--- src/rtl/muldiv_control.sv ---
// muldiv_control: HI/LO register owner for the EX stage.
// Decodes MULT/MULTU/DIV/DIVU/MFHI/MFLO/MTHI/MTLO, runs an iterative
// shift-add multiplier or a restoring divider, and stalls the pipeline
// while a result is pending. With FAST_MUL != 0, multiplies complete through
// a combinational product in a single fix-up cycle.
module muldiv_control #(
  parameter int DATA_W   = 32,
  parameter int FAST_MUL = 0
) (
  input  logic              i_clk,
  input  logic              i_rst,
  input  logic              i_valid,
  input  logic [5:0]        i_aluOp,
  input  logic [5:0]        i_func,
  input  logic [DATA_W-1:0] i_rs,
  input  logic [DATA_W-1:0] i_rt,
  input  logic              i_flush,
  output logic              o_stall,
  output logic              o_busy,
  output logic [DATA_W-1:0] o_result,
  output logic              o_result_valid,
  output logic              o_unknown_func,
  output logic              o_div_by_zero
);

  localparam int CNT_W = $clog2(DATA_W + 1);

  localparam logic [5:0] FN_MFHI  = 6'h10;
  localparam logic [5:0] FN_MTHI  = 6'h11;
  localparam logic [5:0] FN_MFLO  = 6'h12;
  localparam logic [5:0] FN_MTLO  = 6'h13;
  localparam logic [5:0] FN_MULT  = 6'h18;
  localparam logic [5:0] FN_MULTU = 6'h19;
  localparam logic [5:0] FN_DIV   = 6'h1A;
  localparam logic [5:0] FN_DIVU  = 6'h1B;

  typedef enum logic [1:0] {
    ST_IDLE = 2'd0,
    ST_RUN  = 2'd1,
    ST_FIX  = 2'd2
  } state_t;

  state_t state_reg, state_next;

  logic [CNT_W-1:0]  cnt_reg, cnt_next;
  // acc holds the upper product half (multiply) or the partial remainder (divide)
  logic [DATA_W-1:0] acc_reg, acc_next;
  // quo holds the multiplier/lower product half or the dividend/quotient bits
  logic [DATA_W-1:0] quo_reg, quo_next;
  // opnd holds the multiplicand or divisor magnitude
  logic [DATA_W-1:0] opnd_reg, opnd_next;
  logic              is_div_reg, is_div_next;
  logic              neg_q_reg, neg_q_next;
  logic              neg_r_reg, neg_r_next;
  logic              dz_reg, dz_next;
  logic [DATA_W-1:0] hi_reg, hi_next;
  logic [DATA_W-1:0] lo_reg, lo_next;

  // Decoded instruction flags
  logic dec_en;
  logic is_mfhi, is_mthi, is_mflo, is_mtlo;
  logic is_mult, is_multu, is_div, is_divu;
  logic is_muldiv, is_hilo_op, is_known;

  // Operand preparation at accept time
  logic              signed_op;
  logic              a_neg, b_neg, b_zero;
  logic [DATA_W-1:0] a_mag, b_mag;
  logic              accept;

  // Datapath step and fix-up values
  logic [DATA_W:0]     mul_sum;
  logic [DATA_W:0]     rem_shift;
  logic [DATA_W:0]     rem_sub;
  logic                div_ge;
  logic [2*DATA_W-1:0] prod_raw;
  logic [2*DATA_W-1:0] prod_fix;
  logic [DATA_W-1:0]   quo_fix;
  logic [DATA_W-1:0]   rem_fix;

  // Instruction decode: only opcode 0 with a valid instruction is considered
  always_comb begin
    dec_en     = i_valid && (i_aluOp == 6'h00);
    is_mfhi    = dec_en && (i_func == FN_MFHI);
    is_mthi    = dec_en && (i_func == FN_MTHI);
    is_mflo    = dec_en && (i_func == FN_MFLO);
    is_mtlo    = dec_en && (i_func == FN_MTLO);
    is_mult    = dec_en && (i_func == FN_MULT);
    is_multu   = dec_en && (i_func == FN_MULTU);
    is_div     = dec_en && (i_func == FN_DIV);
    is_divu    = dec_en && (i_func == FN_DIVU);
    is_muldiv  = is_mult || is_multu || is_div || is_divu;
    is_hilo_op = is_mfhi || is_mflo || is_mthi || is_mtlo || is_muldiv;
    is_known   = is_hilo_op;
  end

  // Operand magnitudes and sign flags; unsigned ops use the raw operands
  always_comb begin
    signed_op = is_mult || is_div;
    a_neg     = signed_op && i_rs[DATA_W-1];
    b_neg     = signed_op && i_rt[DATA_W-1];
    a_mag     = a_neg ? (~i_rs + 1'b1) : i_rs;
    b_mag     = b_neg ? (~i_rt + 1'b1) : i_rt;
    b_zero    = (i_rt == '0);
    accept    = (state_reg == ST_IDLE) && is_muldiv && !i_flush;
  end

  // One iteration of the shift-add multiplier and of the restoring divider
  always_comb begin
    mul_sum   = {1'b0, acc_reg} + (quo_reg[0] ? {1'b0, opnd_reg} : {(DATA_W+1){1'b0}});
    rem_shift = {acc_reg, quo_reg[DATA_W-1]};
    div_ge    = (rem_shift >= {1'b0, opnd_reg});
    rem_sub   = rem_shift - {1'b0, opnd_reg};
  end

  // Raw product: combinational multiplier or the accumulated shift-add result
  generate
    if (FAST_MUL != 0) begin : g_fast_mul
      assign prod_raw = {{DATA_W{1'b0}}, quo_reg} * {{DATA_W{1'b0}}, opnd_reg};
    end else begin : g_iter_mul
      assign prod_raw = {acc_reg, quo_reg};
    end
  endgenerate

  // Sign correction: product/quotient negated on differing signs,
  // remainder follows the dividend
  always_comb begin
    prod_fix = neg_q_reg ? (~prod_raw + 1'b1) : prod_raw;
    quo_fix  = neg_q_reg ? (~quo_reg + 1'b1) : quo_reg;
    rem_fix  = neg_r_reg ? (~acc_reg + 1'b1) : acc_reg;
  end

  // Next-state and datapath update; a flush returns to IDLE and holds HI/LO
  always_comb begin
    state_next  = state_reg;
    cnt_next    = cnt_reg;
    acc_next    = acc_reg;
    quo_next    = quo_reg;
    opnd_next   = opnd_reg;
    is_div_next = is_div_reg;
    neg_q_next  = neg_q_reg;
    neg_r_next  = neg_r_reg;
    dz_next     = dz_reg;
    hi_next     = hi_reg;
    lo_next     = lo_reg;

    if (i_flush) begin
      state_next = ST_IDLE;
      cnt_next   = '0;
      dz_next    = 1'b0;
    end else begin
      case (state_reg)
        ST_IDLE: begin
          if (accept) begin
            opnd_next   = b_mag;
            acc_next    = '0;
            is_div_next = is_div || is_divu;
            neg_q_next  = a_neg ^ b_neg;
            neg_r_next  = a_neg;
            dz_next     = (is_div || is_divu) && b_zero;
            cnt_next    = CNT_W'(DATA_W);
            // A zero divisor keeps the raw dividend so HI can return it
            quo_next    = ((is_div || is_divu) && b_zero) ? i_rs : a_mag;
            if (((is_div || is_divu) && b_zero) ||
                ((is_mult || is_multu) && (FAST_MUL != 0))) begin
              state_next = ST_FIX;
            end else begin
              state_next = ST_RUN;
            end
          end else begin
            // Moves into HI/LO only happen while idle (otherwise they stall)
            if (is_mthi) hi_next = i_rs;
            if (is_mtlo) lo_next = i_rs;
          end
        end

        ST_RUN: begin
          if (is_div_reg) begin
            acc_next = div_ge ? rem_sub[DATA_W-1:0] : rem_shift[DATA_W-1:0];
            quo_next = {quo_reg[DATA_W-2:0], div_ge};
          end else begin
            acc_next = mul_sum[DATA_W:1];
            quo_next = {mul_sum[0], quo_reg[DATA_W-1:1]};
          end
          cnt_next = cnt_reg - 1'b1;
          if (cnt_reg == CNT_W'(1)) begin
            state_next = ST_FIX;
          end
        end

        ST_FIX: begin
          if (dz_reg) begin
            hi_next = quo_reg;
            lo_next = '1;
          end else if (is_div_reg) begin
            hi_next = rem_fix;
            lo_next = quo_fix;
          end else begin
            hi_next = prod_fix[2*DATA_W-1:DATA_W];
            lo_next = prod_fix[DATA_W-1:0];
          end
          dz_next    = 1'b0;
          state_next = ST_IDLE;
        end

        default: begin
          state_next = ST_IDLE;
        end
      endcase
    end
  end

  // State and datapath registers, cleared by the asynchronous reset
  always_ff @(posedge i_clk or posedge i_rst) begin
    if (i_rst) begin
      state_reg  <= ST_IDLE;
      cnt_reg    <= '0;
      acc_reg    <= '0;
      quo_reg    <= '0;
      opnd_reg   <= '0;
      is_div_reg <= 1'b0;
      neg_q_reg  <= 1'b0;
      neg_r_reg  <= 1'b0;
      dz_reg     <= 1'b0;
      hi_reg     <= '0;
      lo_reg     <= '0;
    end else begin
      state_reg  <= state_next;
      cnt_reg    <= cnt_next;
      acc_reg    <= acc_next;
      quo_reg    <= quo_next;
      opnd_reg   <= opnd_next;
      is_div_reg <= is_div_next;
      neg_q_reg  <= neg_q_next;
      neg_r_reg  <= neg_r_next;
      dz_reg     <= dz_next;
      hi_reg     <= hi_next;
      lo_reg     <= lo_next;
    end
  end

  // Pipeline-facing status and read port
  always_comb begin
    o_busy         = (state_reg != ST_IDLE);
    o_stall        = is_hilo_op && o_busy && !i_flush;
    o_unknown_func = dec_en && (i_func[5:4] == 2'b01) && !is_known;
    o_div_by_zero  = (state_reg == ST_FIX) && dz_reg && !i_flush;
    o_result_valid = 1'b0;
    o_result       = '0;
    if (!o_stall) begin
      if (is_mfhi) begin
        o_result_valid = 1'b1;
        o_result       = hi_reg;
      end else if (is_mflo) begin
        o_result_valid = 1'b1;
        o_result       = lo_reg;
      end
    end
  end

endmodule

--- config.mk ---
export PLATFORM = sky130hd
export DESIGN_NAME = muldiv_control
export DESIGN_NICKNAME = d
export VERILOG_FILES = /design/src/rtl/muldiv_control.sv
export SDC_FILE = /design/constraint.sdc
export NUM_CORES = 1
export LEC_CHECK = 0
export CAP_MARGIN = 5
export CORE_ASPECT_RATIO = 1.4
export CORE_MARGIN = 10
export CORE_UTILIZATION = 35
export CTS_CLUSTER_DIAMETER = 50
export DETAILED_ROUTE_END_ITERATION = 10
export SLEW_MARGIN = 20
export SYNTH_ARGS = -nofsm -noshare
export SYNTH_HDL_FRONTEND = slang
export SYNTH_SLANG_ARGS = --single-unit
--- constraint.sdc ---
create_clock -name i_clk -period 6.65 [get_ports i_clk]
set_input_delay 1.6625 -clock i_clk [delete_from_list [all_inputs] [get_ports i_clk]]
set_output_delay 1.6625 -clock i_clk [all_outputs]
set_load 0.01 [all_outputs]
# --- After elaboration in Yosys (flattened, before gate mapping) ---
# Cells that the tools add are included.
totals:
  reg_bits: 172
  in_bits: 80
  output_inout_bits: 37
  word_cells: 132
classes:
  add_sub_neg: 8
  n_lt_le_gt_ge: 1
  n_eq_ne: 18
  n_mux: 41
  bitwise_logic: 7
  n_reduce_logical: 46
ops:
  columns: ["operator", "n"]
  rows:
  - ["32-bit 2-to-1 mux", 22]
  - ["32-bit one-hot mux with 2 select lines", 4]
  - ["32-bit by 1-bit adder with 32-bit output, second input constant", 4]
  - ["32-bit NOT", 4]
  - ["64-bit by 1-bit adder with 64-bit output, second input constant", 1]
  - ["64-bit 2-to-1 mux", 1]
  - ["64-bit NOT", 1]
  - ["6-bit by 5-bit == test with 1-bit output, second input constant", 8]
  - ["32-bit by 32-bit adder with 33-bit output", 1]
  - ["33-bit by 32-bit >= comparator with 1-bit output", 1]
  - ["32-bit zero test", 1]
  - ["32-bit subtractor", 1]
  - ["1-bit logical AND", 20]
  - ["6-bit 2-to-1 mux", 2]
  - ["6-bit one-hot mux with 2 select lines", 1]
  - ["1-bit logical OR", 9]
  - ["2-bit 2-to-1 mux", 4]
  - ["2-bit inequality test, second input constant", 4]
  - ["4-bit AND reduction", 2]
  - ["6-bit by 1-bit == test with 1-bit output, second input constant", 1]
  - ["6-bit zero test", 1]
  - ["3-bit inequality test, second input constant", 2]
  - ["2-bit AND reduction", 3]
  - ["3-bit AND reduction", 2]
  - ["12 further kinds", 21]

# --- Depth between registers and ports, before layout ---
logic_depth:
  word_depth: 11
  depth_mapped: 15
  mapped_depth_nobuf: 13

# --- Worst setup path before layout ---
# OpenSTA, ideal clock, no wires.
synth_timing:
  path_kind: "input port to output port"
  startpoint: "input port i_aluOp[4]"
  endpoint: "output port o_result[22]"
  arrival_ps: 3326
  path_slack_ps: 1662
  cell_stages: 7
  n_path_buf: 1
  path_cell_list: "nor4_1 nand4b_1 inv_1 nand2_1 nor3_1 clkbuf_1 o221a_2"
synth_between:
  elab_chain_cells: 10
  word_cells_on_any_way: 22
  classes_between: "mux: 3; reduce/logical: 19"
synth_rtl:
  columns: ["item", "line", "source"]
  rows:
  - ["start: declaration", "13", "input logic [5:0] i_aluOp,"]
  - ["6-bit zero test *", "83", "dec_en = i_valid && (i_aluOp == 6'h00);"]
  - ["1-bit logical AND *", "83", null]
  - ["1-bit logical AND, on equally long branches", null, null]
  - ["1-bit logical OR, on equally long branches", null, null]
  - ["1-bit logical OR, on equally long branches (2 in series)", "93, 92", null]
  - ["1-bit logical OR", "93", "is_hilo_op = is_mfhi || is_mflo || is_mthi || is_mtlo || is_muldiv;"]
  - ["1-bit logical AND (2 in series)", "245", "o_stall = is_hilo_op && o_busy && !i_flush;"]
  - ["32-bit 2-to-1 mux *", "250", "if (!o_stall) begin"]
  - ["end: declaration", "20", "output logic [DATA_W-1:0] o_result,"]
# Mark *: on every way between the ends. The rest lies on a longest branch, timed or not.

# --- Final worst setup path ---
layout_timing:
  startpoint: "input port i_aluOp[4]"
  endpoint: "output port o_result[7]"
# The elaborated chain is that of the path after synthesis.

==> metrics.txt <==
# TYPE chip_impl_metric gauge
chip_impl_metric{name="cts_buffer_depth",unit=""} 2
chip_impl_info{name="timing.critical_path.from_type",value="input pin"} 1
chip_impl_metric{name="dieWidth",unit="um"} 194.3
chip_impl_metric{name="clk_transition_reported_paths",unit="ns"} 0.07
chip_impl_metric{name="final_clock_skew",unit="ns"} 0.01448
chip_impl_metric{name="yosysWarningCount",unit=""} 0
chip_impl_info{name="timing.critical_path.to_type",value="output pin"} 1
chip_impl_info{name="most_instantiated_flip_flop_cell_in_the_synthesis_netlist",value="dfrtp_1"} 1
chip_impl_metric{name="netlist.area_leader.share",unit="%"} 28.91
chip_impl_metric{name="power_density",unit="nW/um^2"} 254.0
chip_impl_metric{name="start_util",unit="%"} 35.37
chip_impl_metric{name="tritoncts.num_buffers",unit=""} 17
chip_impl_metric{name="detailed_place_hpwl",unit="um"} 40260
chip_impl_metric{name="power_leakage",unit="uW"} 0.006803
chip_impl_metric{name="io_buffers",unit=""} 116
chip_impl_metric{name="finalMaxSlewViolations",unit=""} 0
chip_impl_metric{name="count_of_flip_flops_with_a_built_in_enable_after_synthesis",unit=""} 0
chip_impl_metric{name="syn-num-nets",unit=""} 2016
chip_impl_info{name="critical_r2r_launch",value="quo_reg[0]$_DFFE_PP0P_"} 1
chip_impl_metric{name="reg2regPathDepth",unit=""} 13
chip_impl_metric{name="dpl_worst_slack",unit="ns"} 0.4266
chip_impl_metric{name="drt_pre_antenna_iters",unit=""} 6
chip_impl_metric{name="overall_power",unit="uW"} 4347
chip_impl_metric{name="io_pins",unit=""} 117
chip_impl_metric{name="core-area",unit="sq um"} 42090
chip_impl_metric{name="grt_remaining_overflow",unit=""} 0
chip_impl_metric{name="postRouteWirelength",unit="um"} 53260
chip_impl_metric{name="diodes",unit=""} 0
chip_impl_metric{name="finalSetupViolCount",unit=""} 0
chip_impl_metric{name="p_seq_share",unit="%"} 31.3
chip_impl_metric{name="avg_inst_size_synth",unit="sq um"} 7.988
chip_impl_metric{name="deepest_level_of_the_cts_h_tree",unit=""} 4
chip_impl_metric{name="placed_cell_area",unit="sq um"} 16500
chip_impl_metric{name="grt_first_pass_wirelength",unit="um"} 83960
chip_impl_metric{name="finalSetupTns",unit="ns"} 0
chip_impl_metric{name="detail_route.wl_per_cell",unit="um"} 21.63
chip_impl_metric{name="net-switching-power",unit="uW"} 1805
chip_impl_metric{name="post_synth_inst_count",unit=""} 1864
chip_impl_metric{name="max_clock_freq",unit="GHz"} 0.1644
chip_impl_metric{name="power.share.switching",unit="%"} 41.53
chip_impl_info{name="synth.largest_area_cell",value="dfrtp_1"} 1
chip_impl_info{name="cts_tree",value="done"} 1
chip_impl_metric{name="die_height",unit="um"} 264.0
chip_impl_info{name="crit_type",value="in -> out"} 1
chip_impl_info{name="synthTopCellsByArea",value="dfrtp_1 (29%), o21ai_0 (7.0%), ha_1 (5.9%), xnor2_1 (5.2%), a21oi_1 (4.8%)"} 1
chip_impl_metric{name="grt_start_max_net_pins",unit=""} 81
chip_impl_metric{name="path_max_fanout",unit=""} 32
chip_impl_metric{name="ys_types",unit=""} 74
chip_impl_metric{name="postSynth.asyncResetShare",unit="%"} 100.0
chip_impl_metric{name="final.period_utilization",unit="%"} 91.46
chip_impl_metric{name="drt_iter0_markers",unit=""} 1342
chip_impl_metric{name="power.share.clock",unit="%"} 25.2
chip_impl_metric{name="intPower",unit="uW"} 2542
chip_impl_info{name="r2r-end",value="acc_reg[30]$_DFFE_PP0P_"} 1
chip_impl_metric{name="floorplan.die_area",unit="sq um"} 51310
chip_impl_metric{name="worst_ep_arrival_time",unit="ns"} 4.42
chip_impl_info{name="outcome",value="finished clean"} 1
chip_impl_metric{name="number_of_drc_violations_after_detailed_routing",unit=""} 0
chip_impl_metric{name="netlist_area",unit="sq um"} 14890
chip_impl_metric{name="route.antenna.remaining_nets",unit=""} 0
chip_impl_metric{name="finish.net_count",unit=""} 2056
chip_impl_metric{name="rrSetupSlack",unit="ns"} 1.99
chip_impl_metric{name="flow.area_growth_from_synthesis",unit="%"} 14.95
chip_impl_metric{name="cp_data_required_time",unit="ns"} 4.99
chip_impl_metric{name="avgViaCountPerCell",unit=""} 5.983
chip_impl_metric{name="post_cts_resized",unit=""} 0
chip_impl_info{name="cts_root_buf",value="clkbuf_16"} 1
chip_impl_metric{name="route.vias.total",unit=""} 14730
chip_impl_info{name="worstHoldPathType",value="reg -> reg"} 1
chip_impl_metric{name="yosysSeqAreaShare",unit="%"} 28.91
chip_impl_metric{name="part_of_the_total_power_dissipated_in_combinational_logic",unit="%"} 43.6
chip_impl_metric{name="worst_slew_pin_slew",unit="ns"} 1.028
chip_impl_metric{name="fin_crit",unit="ns"} 6.082
chip_impl_metric{name="routabilityCongestion",unit=""} 0.9531
chip_impl_metric{name="post_cts.repair.setup_buffers",unit=""} 0
chip_impl_metric{name="postLayoutSetupSlackWorst",unit="ns"} 0.5679
chip_impl_metric{name="yosys_register_bits",unit=""} 172
chip_impl_metric{name="peakVddDrop",unit="uV"} 220.6
chip_impl_metric{name="hold_buffers",unit=""} 0
chip_impl_metric{name="final_core_util",unit="%"} 40.66
chip_impl_metric{name="design_area",unit="sq um"} 17120
chip_impl_metric{name="clock_sinks",unit=""} 172
chip_impl_info{name="cp-startpoint",value="i_aluOp[4]"} 1
chip_impl_metric{name="placementRows",unit=""} 89
chip_impl_info{name="critical_path_destination",value="o_result[7]"} 1
chip_impl_metric{name="grt_pass1_vias",unit=""} 14640
chip_impl_metric{name="final_layout_size_suffix_gt1_share",unit="%"} 5.950
chip_impl_info{name="grt_setup_unrepaired",value="no"} 1
chip_impl_metric{name="clkLatencyLatePin",unit="ns"} 0.46
chip_impl_metric{name="global_route.usage.total",unit="%"} 20.27
chip_impl_metric{name="grt_antenna_before_repair",unit=""} 0
chip_impl_metric{name="maxSlewHeadroom",unit="%"} 31.48
chip_impl_metric{name="max_cap_violations",unit=""} 0
chip_impl_metric{name="hold_viol",unit=""} 0
==> critical path, cell delays in order <==
cell and delay [ns]:
clkdlybuf4s50_1 0.40, nor4_1 0.33, nand4b_1 0.21, inv_1 0.14, nand2_1 0.08, or3_2 0.72
o221a_2 0.36, clkdlybuf4s50_1 0.48
==> final cells by class <==
class / count / area (sq um)
Tap cell: 546 / 683.2
Timing Repair Buffer: 140 / 1341
Fill cell: 4373 / 24980
Clock inverter: 8 / 131.4
Inverter: 69 / 264.0
Multi-Input combinational cell: 1504 / 9912
Sequential cell: 172 / 4305
Clock buffer: 23 / 478.0
==> placed cells by master (no fill, tap or decap), types with 17 or more instances in the layout <==
cell / n
clkbuf_16: 17
inv_1: 66
nor4_1: 17
dfrtp_1: 171
buf_4: 24
xnor2_1: 89
xor2_1: 82
mux2i_1: 55
a21o_1: 29
nand2_1: 172
ha_1: 70
o22ai_1: 37
o21ai_0: 206
nand2b_1: 18
nand3_1: 24
clkdlybuf4s50_1: 116
o221a_2: 32
nor2_1: 129
o31ai_1: 33
a21oi_1: 144
or3_1: 25
nor3_1: 67
and3_1: 18
==> power groups by stage <==
stage | sequential [uW] | clock, uW | combinational (uW)
floorplan | 1250 | 0 | 1440
global placement | 1370 | 0 | 1860
detailed placement | 1370 | 0 | 1870
CTS | 1350 | 1100 | 1880
global route | 1370 | 1140 | 2090
finish | 1360 | 1090 | 1890
==> per-stage QoR <==
stage	hold slack [ns]	std cells
6_report	0.4836	2462
5_1_grt	0.5047	2462
4_1_cts	0.4874	2462
3_5_place_dp	0.4715	2431
3_3_place_gp	0.4670	2431
2_1_floorplan	0.4496	1864
==> synth_stat cells, types with 29 or more instances <==
master      n
a21o_1     29
a21oi_1   144
clkbuf_1  111
dfrtp_1   172
ha_1       70
inv_1      67
mux2i_1    55
nand2_1   173
nor2_1    130
nor3_1     68
o21ai_0   207
o221a_2    32
o22ai_1    37
o31ai_1    33
xnor2_1    89
xor2_1     82
==> layer usage <==
| layer | routed length [um] | GRT usage (%) |
|---|---|---|
| met5 | 0 | 0 |
| met4 | 2888 | 11.34 |
| met3 | 2774 | 3.016 |
| met2 | 26330 | 34.85 |
| met1 | 21260 | 23.63 |
==> cells by family (layout without fill, tap and decap cells) <==
group | count (synthesis) | count (layout) | share of synthesized area, %
compound gates | 647 | 647 | 27.99
xor+xnor | 171 | 171 | 10.06
fa+ha+maj | 72 | 72 | 6.151
buf+inv | 188 | 240 | 4.756
flops | 172 | 172 | 28.91
mux | 57 | 57 | 3.849
simple gates | 557 | 557 | 18.29
==> how the worst min path moves through the flow <==
stage	startpoint	slack [ns]	end	cells past startpoint
after floorplan	lo_reg[28]$_DFFE_PP0P_	0.45	lo_reg[28]$_DFFE_PP0P_	2
after global placement	opnd_reg[29]$_DFFE_PP0P_	0.47	opnd_reg[29]$_DFFE_PP0P_	2
after detailed placement	lo_reg[17]$_DFFE_PP0P_	0.47	lo_reg[17]$_DFFE_PP0P_	2
after CTS	lo_reg[17]$_DFFE_PP0P_	0.49	lo_reg[17]$_DFFE_PP0P_	2
after global routing	opnd_reg[2]$_DFFE_PP0P_	0.50	opnd_reg[2]$_DFFE_PP0P_	2
final	opnd_reg[17]$_DFFE_PP0P_	0.48	opnd_reg[17]$_DFFE_PP0P_	2
No activity file was read; power rests on OpenSTA's default activity.
